--- config.mk ---
export PLATFORM = sky130hd
export DESIGN_NAME = vmask_reduce
export DESIGN_NICKNAME = d
export VERILOG_FILES = /design/src/rtl/vmask_pkg.sv /design/src/rtl/vmask_chunk_stat.sv /design/src/rtl/vmask_reduce.sv
export SDC_FILE = /design/constraint.sdc
export NUM_CORES = 1
export LEC_CHECK = 0
export ABC_CLOCK_PERIOD_IN_PS = 5100
export BUFFER_PORTS_ARGS = -buffer_cell sky130_fd_sc_hd__buf_2
export CAP_MARGIN = 10
export CORE_MARGIN = 2
export CORE_UTILIZATION = 45
export DETAILED_ROUTE_END_ITERATION = 10
export GPL_ROUTABILITY_DRIVEN = 1
export PLACE_DENSITY = 0.67
export SLEW_MARGIN = 20
export SYNTH_ARGS = -nofsm -noshare
export SYNTH_HDL_FRONTEND = slang
export SYNTH_SLANG_ARGS = --single-unit
--- constraint.sdc ---
create_clock -name clk -period 5.1 [get_ports clk]
set_clock_uncertainty 0.05 [all_clocks]
set_input_delay 1.53 -clock clk [delete_from_list [all_inputs] [get_ports clk]]
set_output_delay 1.53 -clock clk [all_outputs]
set_load 0.05 [all_outputs]
--- src/rtl/vmask_pkg.sv ---
// vmask_pkg: shared modes, width helper and not-found constant for vmask_reduce
package vmask_pkg;
  localparam logic MODE_POPC = 1'b0;
  localparam logic MODE_FIRST = 1'b1;
  localparam logic [255:0] NOT_FOUND = '1;
  function automatic int clog2(input int n);
    int r;
    r = 0;
    for (int i = 0; i < 31; i++) if ((1 << i) < n) r = i + 1;
    return r;
  endfunction
endpackage

--- src/rtl/vmask_chunk_stat.sv ---
// vmask_chunk_stat: popcount, lowest-set-bit index and nonzero flag of one beat
module vmask_chunk_stat
  import vmask_pkg::*;
#(
  parameter int REQ_DATA_WIDTH = 64,
  localparam int IW = clog2(REQ_DATA_WIDTH),
  localparam int PW = IW + 1
) (
  input  logic [REQ_DATA_WIDTH-1:0] e_i,
  output logic [PW-1:0]             pc_o,
  output logic [IW-1:0]             ff_o,
  output logic                      nz_o
);
  // Level l of the adder tree holds REQ_DATA_WIDTH>>l partial sums.
  for (genvar l = 0; l <= IW; l++) begin : g_lvl
    logic [PW-1:0] s [REQ_DATA_WIDTH>>l];
    if (l == 0) begin : g_leaf
      for (genvar k = 0; k < REQ_DATA_WIDTH; k++) begin : g_k
        assign s[k] = PW'(e_i[k]);
      end
    end else begin : g_add
      for (genvar k = 0; k < (REQ_DATA_WIDTH >> l); k++) begin : g_k
        assign s[k] = g_lvl[l-1].s[2*k] + g_lvl[l-1].s[2*k+1];
      end
    end
  end
  assign pc_o = g_lvl[IW].s[0];
  assign nz_o = |e_i;
  always_comb begin
    ff_o = '0;
    for (int i = REQ_DATA_WIDTH - 1; i >= 0; i--) if (e_i[i]) ff_o = IW'(i);
  end
endmodule

--- src/rtl/vmask_reduce.sv ---
// vmask_reduce: streaming vcpop.m / vfirst.m reduction over masked beats.
// S1 input register, S2 beat statistics, S3 accumulators, then an output register.
module vmask_reduce
  import vmask_pkg::*;
#(
  parameter int REQ_DATA_WIDTH  = 64,
  parameter int RESP_DATA_WIDTH = 64,
  parameter int REQ_ADDR_WIDTH  = 32
) (
  input  logic                       clk,
  input  logic                       rst,
  input  logic                       in_valid,
  input  logic                       in_end,
  input  logic [REQ_DATA_WIDTH-1:0]  in_m0,
  input  logic [REQ_DATA_WIDTH-1:0]  in_vmask,
  input  logic                       in_mode,
  input  logic [REQ_ADDR_WIDTH-1:0]  in_addr,
  output logic [RESP_DATA_WIDTH-1:0] out_vec,
  output logic [REQ_ADDR_WIDTH-1:0]  out_addr,
  output logic                       out_valid
);
  localparam int IW = clog2(REQ_DATA_WIDTH);
  localparam int PW = IW + 1;
  localparam logic [RESP_DATA_WIDTH-1:0] NF = NOT_FOUND[RESP_DATA_WIDTH-1:0];
  logic                       s1_v_q, s1_end_q, s1_mode_q;
  logic [REQ_DATA_WIDTH-1:0]  s1_e_q;
  logic [REQ_ADDR_WIDTH-1:0]  s1_addr_q;
  logic [PW-1:0]              pc;
  logic [IW-1:0]              ff;
  logic                       nz;
  logic                       s2_v_q, s2_end_q, s2_mode_q, s2_nz_q;
  logic [PW-1:0]              s2_pc_q;
  logic [IW-1:0]              s2_ff_q;
  logic [REQ_ADDR_WIDTH-1:0]  s2_addr_q;
  logic [RESP_DATA_WIDTH-1:0] count_q, count_d, base_q, base_d, first_q, first_d;
  logic                       found_q, found_d;
  logic [RESP_DATA_WIDTH-1:0] cnt_n, fst_n, res_vec_q, res_vec_d, out_vec_q;
  logic [REQ_ADDR_WIDTH-1:0]  res_addr_q, res_addr_d, out_addr_q;
  logic                       fnd_n, fin, res_v_q, res_v_d, out_v_q;
  vmask_chunk_stat #(.REQ_DATA_WIDTH(REQ_DATA_WIDTH)) u_stat (
    .e_i (s1_e_q),
    .pc_o(pc),
    .ff_o(ff),
    .nz_o(nz)
  );
  always_comb begin
    cnt_n      = count_q + RESP_DATA_WIDTH'(s2_pc_q);
    fnd_n      = found_q | s2_nz_q;
    fst_n      = (!found_q && s2_nz_q) ? base_q + RESP_DATA_WIDTH'(s2_ff_q) : first_q;
    fin        = s2_v_q && s2_end_q;
    count_d    = !s2_v_q ? count_q : fin ? '0 : cnt_n;
    base_d     = !s2_v_q ? base_q : fin ? '0 : base_q + RESP_DATA_WIDTH'(REQ_DATA_WIDTH);
    found_d    = !s2_v_q ? found_q : fin ? 1'b0 : fnd_n;
    first_d    = !s2_v_q ? first_q : fin ? '0 : fst_n;
    res_v_d    = fin;
    res_vec_d  = !fin ? '0 : (s2_mode_q == MODE_FIRST) ? (fnd_n ? fst_n : NF) : cnt_n;
    res_addr_d = fin ? s2_addr_q : '0;
  end
  always_ff @(posedge clk) begin
    if (rst) begin
      {s1_v_q, s1_end_q, s1_mode_q, s1_e_q, s1_addr_q} <= '0;
      {s2_v_q, s2_end_q, s2_mode_q, s2_nz_q, s2_pc_q, s2_ff_q, s2_addr_q} <= '0;
      {count_q, base_q, first_q, found_q} <= '0;
      {res_v_q, res_vec_q, res_addr_q, out_v_q, out_vec_q, out_addr_q} <= '0;
    end else begin
      s1_v_q     <= in_valid;
      s1_end_q   <= in_valid & in_end;
      s1_mode_q  <= in_mode;
      s1_e_q     <= in_m0 & in_vmask;
      s1_addr_q  <= in_addr;
      s2_v_q     <= s1_v_q;
      s2_end_q   <= s1_end_q;
      s2_mode_q  <= s1_mode_q;
      s2_addr_q  <= s1_addr_q;
      s2_pc_q    <= pc;
      s2_ff_q    <= ff;
      s2_nz_q    <= nz;
      count_q    <= count_d;
      base_q     <= base_d;
      found_q    <= found_d;
      first_q    <= first_d;
      res_v_q    <= res_v_d;
      res_vec_q  <= res_vec_d;
      res_addr_q <= res_addr_d;
      out_v_q    <= res_v_q;
      out_vec_q  <= res_vec_q;
      out_addr_q <= res_addr_q;
    end
  end
  assign out_valid = out_v_q;
  assign out_vec   = out_vec_q;
  assign out_addr  = out_addr_q;
endmodule

==> impl_metrics.env, run 1 <==
export IMPL_status="finished, violations left"
export IMPL_violations="negative setup slack"
export IMPL_drv_cap=0
export IMPL_cts_max_level=2
export IMPL_layout_common_cells="dfxtp_1 (494), buf_2 (260), nor2_1 (177)"
export IMPL_rsz0062_at_grt="true"
export IMPL_io_pins=262
export IMPL_drt_first_pass_iters=5
export IMPL_synthCells=2335
export IMPL_yosys_area_share_xor_xnor=0.0437
export IMPL_syn_to_final_growth_pct=19.5
export IMPL_ys_warnings_count=0
export IMPL_grt_pass1_vias=17187
export IMPL_reg2reg_slack_ns=-0.45
export IMPL_clk_pin_slew_ns=0.06
export IMPL_chipHeight_um=229
export IMPL_cts_root_buf="clkbuf_16"
export IMPL_crit_path_top_delay_cell="fa_1"
export IMPL_worstMarginPinSlew_ns=1.08
export IMPL_fin_hold_ws_ns=0.372
export IMPL_ant_nets=0
export IMPL_syn_nets=2645
export IMPL_yosysUniqueCellTypes=79
export IMPL_grt_max_degree=81
export IMPL_cellInternalPower_w=0.00739
export IMPL_cp_common_cell="inv_2"
export IMPL_cts_tree="yes"
export IMPL_seqPwrFrac=0.430
export IMPL_critPathKind="reg2reg"
export IMPL_clk_latency_ns=0.61
export IMPL_antenna_found_initial=3
export IMPL_grt_pass1_wl_mm=91.1
export IMPL_start_util=0.456
export IMPL_clk_path_buf_depth=3
export IMPL_fmax_mhz=180
export IMPL_synth_cell_area_um2=22800
export IMPL_startpoint_type="flip-flop"
export IMPL_drc=0
export IMPL_synth_edf_count=0
export IMPL_numCtsBuffers=53
export IMPL_synth_seq_cells=529
export IMPL_finalSetupTns_ns=-1.81
export IMPL_hpwl_mm=39.9
export IMPL_cp_top_family="adder cells"
export IMPL_ir_drop_mv=0.239
export IMPL_final_common_cell="dfxtp_1"
export IMPL_fin_cells=3328
export IMPL_cp_data_arrival_time_ns=5.95
export IMPL_synth_compound_area_share=0.119
export IMPL_drive_above_1_share=0.220
export IMPL_coreArea_um2=50100
export IMPL_fin_ws_ns=-0.451
export IMPL_clock_sinks=529
export IMPL_die_area_um2=52500
export IMPL_std_cell_rows=82
export IMPL_pwr_share_clk=0.413
export IMPL_syn_avg_cell_area_um2=9.78
export IMPL_fin_nets=2923
export IMPL_first_iter_violations=1119
export IMPL_power_density_nw_per_um2=363
export IMPL_required_ns=5.50
export IMPL_p_sw_frac=0.253
export IMPL_yosysSeqAreaShare=0.464
export IMPL_leakage_nw=11.3
export IMPL_ctsHoldBuffers=0
export IMPL_max_stage_delay_ns=0.58
export IMPL_finalHoldViolations=0
export IMPL_wirelength_mm=57.6
export IMPL_cp_cell_sequence="inv_2, ha_4, fa_2, inv_2, fa_1, inv_2, fa_1, inv_2, fa_1, inv_2, fa_2, fa_1, fa_1, ha_2, inv_2, fa_2, inv_1, a21o_1, a21oi_2, xor2_1, nor2_1"
export IMPL_slew_headroom=0.277
export IMPL_synth_simple_area_share=0.190
export IMPL_io_buffers=261
export IMPL_setup_worst_path_end_class="flip-flop"
export IMPL_grt_usage=0.214
export IMPL_slew_viol_final=0
export IMPL_vias_per_cell=5.30
export IMPL_synth_top_family_by_area="simple AND/OR/NAND/NOR gates"
export IMPL_async_reset_ff_frac=0
export IMPL_path_buf_inv=7
export IMPL_num_vias=17655
export IMPL_die_width_um=229
export IMPL_setup_viol=5
export IMPL_fin_crit_ns=5.55
export IMPL_p_total_w=0.00989
export IMPL_power_switching_w=0.00250
export IMPL_synth_fa_ha_area_frac=0.0995
export IMPL_hold_path_class="reg2reg"
export IMPL_dp_cells=3211
export IMPL_synth_area_mux_share=0.0285
export IMPL_p_comb_frac=0.157
export IMPL_grt_overflow=0
export IMPL_cp_max_fo=2
export IMPL_fin_util=0.545
export IMPL_wire_per_inst_um=17.3
export IMPL_ys_flop_type="dfxtp_1"
export IMPL_layout_worst_path_cycle_share=1.09
export IMPL_place_gp_congestion=0.976
synth_stat cells (55+ instances only):
cell type | n | share of area
nor2b_1 | 174 | 0.048
a22oi_1 | 58 | 0.019
nor2_1 | 179 | 0.029
a221oi_1 | 55 | 0.021
ha_1 | 84 | 0.046
xnor2_1 | 63 | 0.024
a21oi_1 | 94 | 0.021
and3_1 | 84 | 0.023
fa_1 | 61 | 0.053
o21ai_0 | 75 | 0.016
clkbuf_1 | 107 | 0.018
mux2i_1 | 65 | 0.029
inv_1 | 170 | 0.028
dfxtp_1 | 529 | 0.46
nand2_1 | 66 | 0.011
area by class of cell:
cell class,count,area (um2)
well taps,672,841
flip-flops and latches,529,10600
inverters,173,649
repair buffers,357,2040
fillers,4484,22800
clock inverters,27,360
clock buffers,70,1480
diodes,1,2.50
multi-input cells,1499,11300
power by group through the flow:
stage | Sequential [W] | Combinational [W] | Clock, W
floorplan | 0.00433 | 0.00102 | 0
global placement | 0.00434 | 0.00143 | 0
detailed placement | 0.00434 | 0.00151 | 0
CTS | 0.00425 | 0.00154 | 0.00416
global route | 0.00425 | 0.00175 | 0.00433
finish | 0.00425 | 0.00156 | 0.00409
logic make-up after synthesis:
group                    after synthesis
XOR/XNOR                             114
adder cells (fa/ha/maj)              145
multiplexers                          65
AO/OA/AOI/OAI                        391
flip-flops                           529
buffers and inverters                307
AND/OR/NAND/NOR                      784
flip-flops by register name, summed over array words and instances (netlist names), 6 cells and up:
signal / flops
s1_addr_q: 32
out_vec: 64
base_q: 58
s2_addr_q: 32
s2_pc_q: 7
s2_ff_q: 6
first_q: 64
out_addr: 32
res_vec_q: 64
s1_e_q: 64
count_q: 64
res_addr_q: 32
metal layers:
layer  part of all wire  GRT usage  up-vias
li1                   -          -     8586
met1               0.43      0.271     8471
met2               0.50      0.378      501
met3              0.049     0.0306       97
met4              0.023     0.0623        0
met5                  0          0        -
per-stage QoR:
step,setup WS [ns],area (um2)
after detailed placement,-0.554,25100
after floorplan,-0.248,23000
after CTS,-0.455,27200
after global routing,-0.605,27300
final,-0.451,27300
after global placement,-0.421,25100
worst paths after layout:
check                                         startpoint                        end  cells past startpoint
worst min register to register  s2_addr_q[28]$_SDFF_PP0_  res_addr_q[28]$_SDFF_PP0_                      1
worst max register to register     s1_e_q[21]$_SDFF_PP0_      s2_pc_q[5]$_SDFF_PP0_                     21
worst max-delay path               s1_e_q[21]$_SDFF_PP0_      s2_pc_q[5]$_SDFF_PP0_                     21
worst min-delay path            s2_addr_q[28]$_SDFF_PP0_  res_addr_q[28]$_SDFF_PP0_                      1
repair_timing:
item	CTS	global route
buffers inserted	12	7
pin swaps	30	12
hold endpoints to repair	0	0
resized for setup	46	6
setup endpoints to repair	5	5
Power figures use the tool's default switching activity.
==> run 2: changes to the inputs <==
Settings changed: CORE_UTILIZATION 45 to 49, PLACE_DENSITY 0.67 to 0.71.
==> run 2 against run 1 <==
Compared with the run above:
- the flow still finishes with violations (negative setup slack)
- core utilization grew 4.5 points
- sequential power is essentially flat
- via count shrank 0.55%
- maximum frequency grew 1.4%
- total power shrank 0.58%
- sequential share of layout area grew 0.066 points
- non-clock buffer count shrank 4
- worst setup slack gained 0.076 ns
- critical path type unchanged
==> impl_metrics.env, run 2 (same netlist as run 1, synthesis figures left out) <==
export IMPL_io_buffers=261
export IMPL_layout_worst_path_cycle_share=1.07
export IMPL_die_width_um=220
export IMPL_path_buf_inv=9
export IMPL_place_ws_ns=-0.510
export IMPL_cp_startpoint="s1_e_q[13]$_SDFF_PP0_"
export IMPL_hold_path_class="reg2reg"
export IMPL_finalSetupTns_ns=-1.30
export IMPL_hold_depth=1
export IMPL_clk_pin_slew_ns=0.06
export IMPL_fin_nets=2919
export IMPL_cp_max_fo=3
export IMPL_worstMarginPinSlew_ns=0.997
export IMPL_fin_util=0.590
export IMPL_numCtsBuffers=53
export IMPL_setup_viol=5
export IMPL_first_iter_violations=1214
export IMPL_cp_data_arrival_time_ns=5.86
export IMPL_ir_drop_mv=0.279
export IMPL_leakage_nw=11.2
export IMPL_max_stage_delay_ns=0.57
export IMPL_clk_path_buf_depth=3
export IMPL_cts_max_level=2
export IMPL_vias_per_cell=5.39
export IMPL_num_vias=17558
export IMPL_clock_sinks=529
export IMPL_coreArea_um2=46300
export IMPL_grt_overflow=0
export IMPL_layout_common_cells="dfxtp_1 (486), buf_2 (260), nor2_1 (177)"
export IMPL_drc=0
export IMPL_clk_latency_ns=0.60
export IMPL_rsz0062_at_grt="true"
export IMPL_ant_nets=0
export IMPL_ff2ff_path_depth=23
export IMPL_drive_above_1_share=0.232
export IMPL_ctsHoldBuffers=0
export IMPL_die_area_um2=48300
export IMPL_crit_path_top_delay_cell="fa_1"
export IMPL_place_gp_congestion=0.964
export IMPL_status="finished, violations left"
export IMPL_wire_per_inst_um=17.2
export IMPL_drv_cap=0
export IMPL_hpwl_mm=38.8
export IMPL_grt_pass1_wl_mm=88.7
export IMPL_grt_max_degree=97
export IMPL_grt_usage=0.230
export IMPL_syn_to_final_growth_pct=19.5
export IMPL_chipHeight_um=220
export IMPL_violations="negative setup slack"
export IMPL_fin_crit_ns=5.48
export IMPL_antenna_found_initial=1
export IMPL_grt_pass1_vias=17054
export IMPL_start_util=0.493
export IMPL_power_density_nw_per_um2=361
export IMPL_cp_top_family="adder cells"
export IMPL_final_common_cell="dfxtp_1"
export IMPL_wirelength_mm=56.1
export IMPL_crit_reg2reg_capture="s2_pc_q[5]$_SDFF_PP0_"
export IMPL_cp_cell_sequence="inv_1, ha_4, fa_1, inv_2, fa_1, inv_1, fa_1, inv_1, fa_1, inv_2, fa_2, inv_2, fa_2, inv_2, fa_1, ha_2, inv_2, fa_2, inv_1, a21o_1, a21oi_2, xor2_1, nor2_1"
export IMPL_finalHoldViolations=0
export IMPL_required_ns=5.49
export IMPL_fmax_mhz=183
export IMPL_std_cell_rows=79
export IMPL_reg2reg_slack_ns=-0.38
export IMPL_slew_headroom=0.318
export IMPL_io_pins=262
export IMPL_holdPathEnd="res_addr_q[4]$_SDFF_PP0_"
export IMPL_rr_startpoint="s1_e_q[13]$_SDFF_PP0_"
export IMPL_slew_viol_final=0
export IMPL_setup_worst_path_end_class="flip-flop"
export IMPL_critPathKind="reg2reg"
export IMPL_fin_ws_ns=-0.375
export IMPL_cts_tree="yes"
export IMPL_startpoint_type="flip-flop"
export IMPL_min_delay_start="s2_addr_q[4]$_SDFF_PP0_"
export IMPL_drt_first_pass_iters=5
export IMPL_cts_root_buf="clkbuf_16"
==> run 2: cell count changes in the layout (fill, tap and decap cells not counted), sizes merged <==
cell      previous run  this run
buf                356       352
bufinv               8         6
clkinv              20        17
clkinvlp             1         3
inv                171       174
==> run 2: how the worst max path moves through the flow <==
stage	end	slack, ns	cells after the start
after floorplan	s2_pc_q[5]$_SDFF_PP0_	-0.25	19
after global placement	s2_pc_q[5]$_SDFF_PP0_	-0.41	21
after detailed placement	s2_pc_q[5]$_SDFF_PP0_	-0.51	19
after CTS	s2_pc_q[5]$_SDFF_PP0_	-0.43	23
after global routing	s2_pc_q[5]$_SDFF_PP0_	-0.56	23
final	s2_pc_q[5]$_SDFF_PP0_	-0.38	23
==> run 2: area by class of cell <==
| cell class | count | area (um2) |
|---|---|---|
| fillers | 3904 | 19000 |
| flip-flops and latches | 529 | 10700 |
| multi-input cells | 1499 | 11400 |
| clock buffers | 70 | 1490 |
| well taps | 607 | 759 |
| repair buffers | 353 | 2020 |
| clock inverters | 27 | 323 |
| diodes | 1 | 2.50 |
| inverters | 173 | 649 |
==> run 2: routing by layer <==
metal  global-route usage  vias to the layer above  part of all wire
met4               0.0872                        0             0.032
met2                0.397                      518              0.50
met1                0.289                     8347              0.42
li1                     -                     8585                 -
met5                    0                        -                 0
met3               0.0359                      108             0.051
==> run 2: where the power goes <==
part / total [W] / leakage, nW / internal (W) / switching, W
clock: 0.00401 / 0.893 / 0.00237 / 0.00164
combinational: 0.00158 / 6.03 / 0.000746 / 0.000835
sequential: 0.00425 / 4.31 / 0.00421 / 0.0000404
total: 0.00984 / 11.2 / 0.00732 / 0.00251
==> run 2: per-stage QoR <==
stage / power, W / hold WS [ns] / cells / cell area [um2]
6_report: 0.00984 / 0.371 / 3259 / 27300
5_1_grt: 0.0103 / 0.386 / 3258 / 27300
4_1_cts: 0.00991 / 0.374 / 3248 / 27000
3_5_place_dp: 0.00584 / 0.360 / 3140 / 25000
3_3_place_gp: 0.00576 / 0.358 / 3140 / 25000
2_1_floorplan: 0.00535 / 0.356 / 2335 / 23000
==> run 2: what timing repair did <==
action	in CTS	in global routing
buffers inserted	11	10
resized for setup	39	59
pin swaps	37	31
endpoints found under the setup margin	5	6
==> run 3: changes to the inputs <==
Settings changed: ABC_CLOCK_PERIOD_IN_PS 5100 to 5580, CAP_MARGIN 10 to 30, PLACE_DENSITY 0.71 to 0.69.
Clock period 5.1 ns to 5.58 ns, I/O delays scaled along.
==> run 3 against run 2 <==
Compared with the run above:
- the flow now finishes without violations
- clock power fell by 5.5%
- critical path depth fell by 2
- die area stayed put
- register-to-register slack gained 0.42 ns
- sequential power shrank 8.7%
- count of clock-buffer cells in the layout rose by 6
- total power shrank 8.8%
- core utilization fell by 0.68 points
- first-iteration DRC count decreased by 0.58%
- global-route usage is 0.39 points lower
- worst setup slack better by 0.42 ns
- combinational power fell by 18%
- critical endpoint unchanged
==> impl_metrics.env, run 3 (same netlist as run 1, synthesis figures left out) <==
export IMPL_wire_per_inst_um=17.1
export IMPL_die_width_um=220
export IMPL_rsz0062_at_grt="true"
export IMPL_cts_tree="yes"
export IMPL_hpwl_mm=38.2
export IMPL_hold_path_class="reg2reg"
export IMPL_clk_pin_slew_ns=0.06
export IMPL_chipHeight_um=220
export IMPL_grtUsageMet2=0.388
export IMPL_numCtsBuffers=53
export IMPL_syn_to_final_growth_pct=18.1
export IMPL_start_util=0.493
export IMPL_num_vias=17525
export IMPL_power_density_nw_per_um2=333
export IMPL_place_gp_congestion=0.985
export IMPL_cp_max_fo=2
export IMPL_grt_busiest_layer="met2"
export IMPL_vias_per_cell=5.41
export IMPL_leakage_nw=11.2
export IMPL_layout_common_cells="dfxtp_1 (492), buf_2 (260), nor2_1 (177)"
export IMPL_layout_worst_path_cycle_share=0.993
export IMPL_setup_worst_path_end_class="flip-flop"
export IMPL_coreArea_um2=46300
export IMPL_finalHoldViolations=0
export IMPL_cts_max_level=2
export IMPL_io_buffers=261
export IMPL_clk_latency_ns=0.60
export IMPL_drv_cap=0
export IMPL_required_ns=5.97
export IMPL_worstMarginPinSlew_ns=1.00
export IMPL_fmax_mhz=181
export IMPL_critPathKind="reg2reg"
export IMPL_final_common_cell="dfxtp_1"
export IMPL_grt_use_met1=0.285
export IMPL_cts_root_buf="clkbuf_16"
export IMPL_drive_above_1_share=0.202
export IMPL_grt_pass1_wl_mm=87.4
export IMPL_wirelength_mm=55.4
export IMPL_fin_crit_ns=5.54
export IMPL_first_iter_violations=1207
export IMPL_grt_pass1_vias=16808
export IMPL_startpoint_type="flip-flop"
export IMPL_slew_viol_final=0
export IMPL_ir_drop_mv=0.335
export IMPL_status="completed"
export IMPL_ant_nets=0
export IMPL_fin_nets=2898
export IMPL_clock_sinks=529
export IMPL_ctsHoldBuffers=0
export IMPL_antenna_found_initial=0
export IMPL_max_stage_delay_ns=0.56
export IMPL_drc=0
export IMPL_place_area_um2=24900
export IMPL_die_area_um2=48300
export IMPL_io_pins=262
export IMPL_cp_common_cell="inv_2"
export IMPL_cp_cell_sequence="inv_2, ha_4, fa_1, inv_2, fa_1, inv_2, fa_1, inv_2, fa_1, inv_2, fa_2, fa_1, fa_1, ha_2, inv_2, fa_2, inv_2, a21o_1, a21oi_2, xor2_1, nor2_1"
export IMPL_p_total_w=0.00897
export IMPL_slew_headroom=0.324
export IMPL_setup_viol=0
export IMPL_grt_max_degree=115
export IMPL_drt_first_pass_iters=5
export IMPL_grt_usage=0.226
export IMPL_std_cell_rows=79
export IMPL_crit_path_top_delay_cell="fa_1"
export IMPL_grt_overflow=0
export IMPL_grt_use_met3=0.0341
export IMPL_cp_data_arrival_time_ns=5.93
export IMPL_n_antenna_cell=0
export IMPL_fin_area_um2=27000
export IMPL_clk_path_buf_depth=3
## run 3: changes by cell type in the layout (fill, tap and decap cells not counted), moves of 13 or more
| cell | previous run | this run |
|---|---|---|
| ha_1 | 58 | 74 |
| ha_4 | 22 | 9 |
| buf_4 | 88 | 68 |
| inv_1 | 129 | 151 |
| fa_2 | 18 | 4 |
| inv_2 | 42 | 20 |
| fa_1 | 43 | 57 |
## run 3: repair_timing
action / CTS / global route
pin swaps: 32 / 19
gates resized for setup: 45 / 25
setup buffers: 2 / 0
endpoints found under the setup margin: 5 / 4
## run 3: power breakdown
part / leakage (nW) / internal (W) / total [W] / switching (W)
logic: 5.95 / 0.000590 / 0.00130 / 0.000712
clock network: 0.937 / 0.00232 / 0.00379 / 0.00147
registers: 4.30 / 0.00385 / 0.00388 / 0.0000343
total: 11.2 / 0.00675 / 0.00897 / 0.00222
## run 3: final timing paths
| check | startpoint | endpoint | slack, ns | cells past startpoint |
|---|---|---|---|---|
| setup / recovery | s1_e_q[60]$_SDFF_PP0_ | s2_pc_q[5]$_SDFF_PP0_ | 0.04 | 21 |
| hold / removal | s2_addr_q[27]$_SDFF_PP0_ | res_addr_q[27]$_SDFF_PP0_ | 0.37 | 1 |
| setup reg to reg | s1_e_q[60]$_SDFF_PP0_ | s2_pc_q[5]$_SDFF_PP0_ | 0.04 | 21 |
| hold reg to reg | s2_addr_q[27]$_SDFF_PP0_ | res_addr_q[27]$_SDFF_PP0_ | 0.37 | 1 |
## run 3: stage by stage
step	setup slack [ns]	hold WS [ns]	util	cells	TNS (ns)
finish	0.0401	0.372	0.583	3237	0
global route	-0.147	0.375	0.583	3237	-0.404
CTS	0.000961	0.375	0.581	3235	0
detailed placement	-0.297	0.361	0.538	3137	-0.627
global placement	-0.162	0.359	0.537	3136	-0.181
floorplan	0.0108	0.356	-	2335	0
## run 3: cell type report
type | instances | area [um2]
clock buffer | 76 | 1560
clock inverter | 21 | 324
fill | 3963 | 19300
inverter | 173 | 649
multi-input combinational | 1499 | 11200
sequential | 529 | 10600
tap | 607 | 759
timing repair buffer | 332 | 1880
## run 3: critical path: cells and delay by family, from the launching register on
| family | cells | cell delay [ns] |
|---|---|---|
| adder cells (fa/ha/maj) | 10 | 4.34 |
| flip-flops | 1 | 0.34 |
| buffers and inverters | 7 | 0.31 |
| AO/OA/AOI/OAI | 2 | 0.16 |
| XOR/XNOR | 1 | 0.13 |
| AND/OR/NAND/NOR | 1 | 0.05 |
## run 3: per-layer routing
| metal | wire length, um | share of wire |
|---|---|---|
| met5 | 0 | 0 |
| met4 | 2100 | 0.038 |
| met3 | 2790 | 0.050 |
| met2 | 27000 | 0.49 |
| met1 | 23500 | 0.42 |
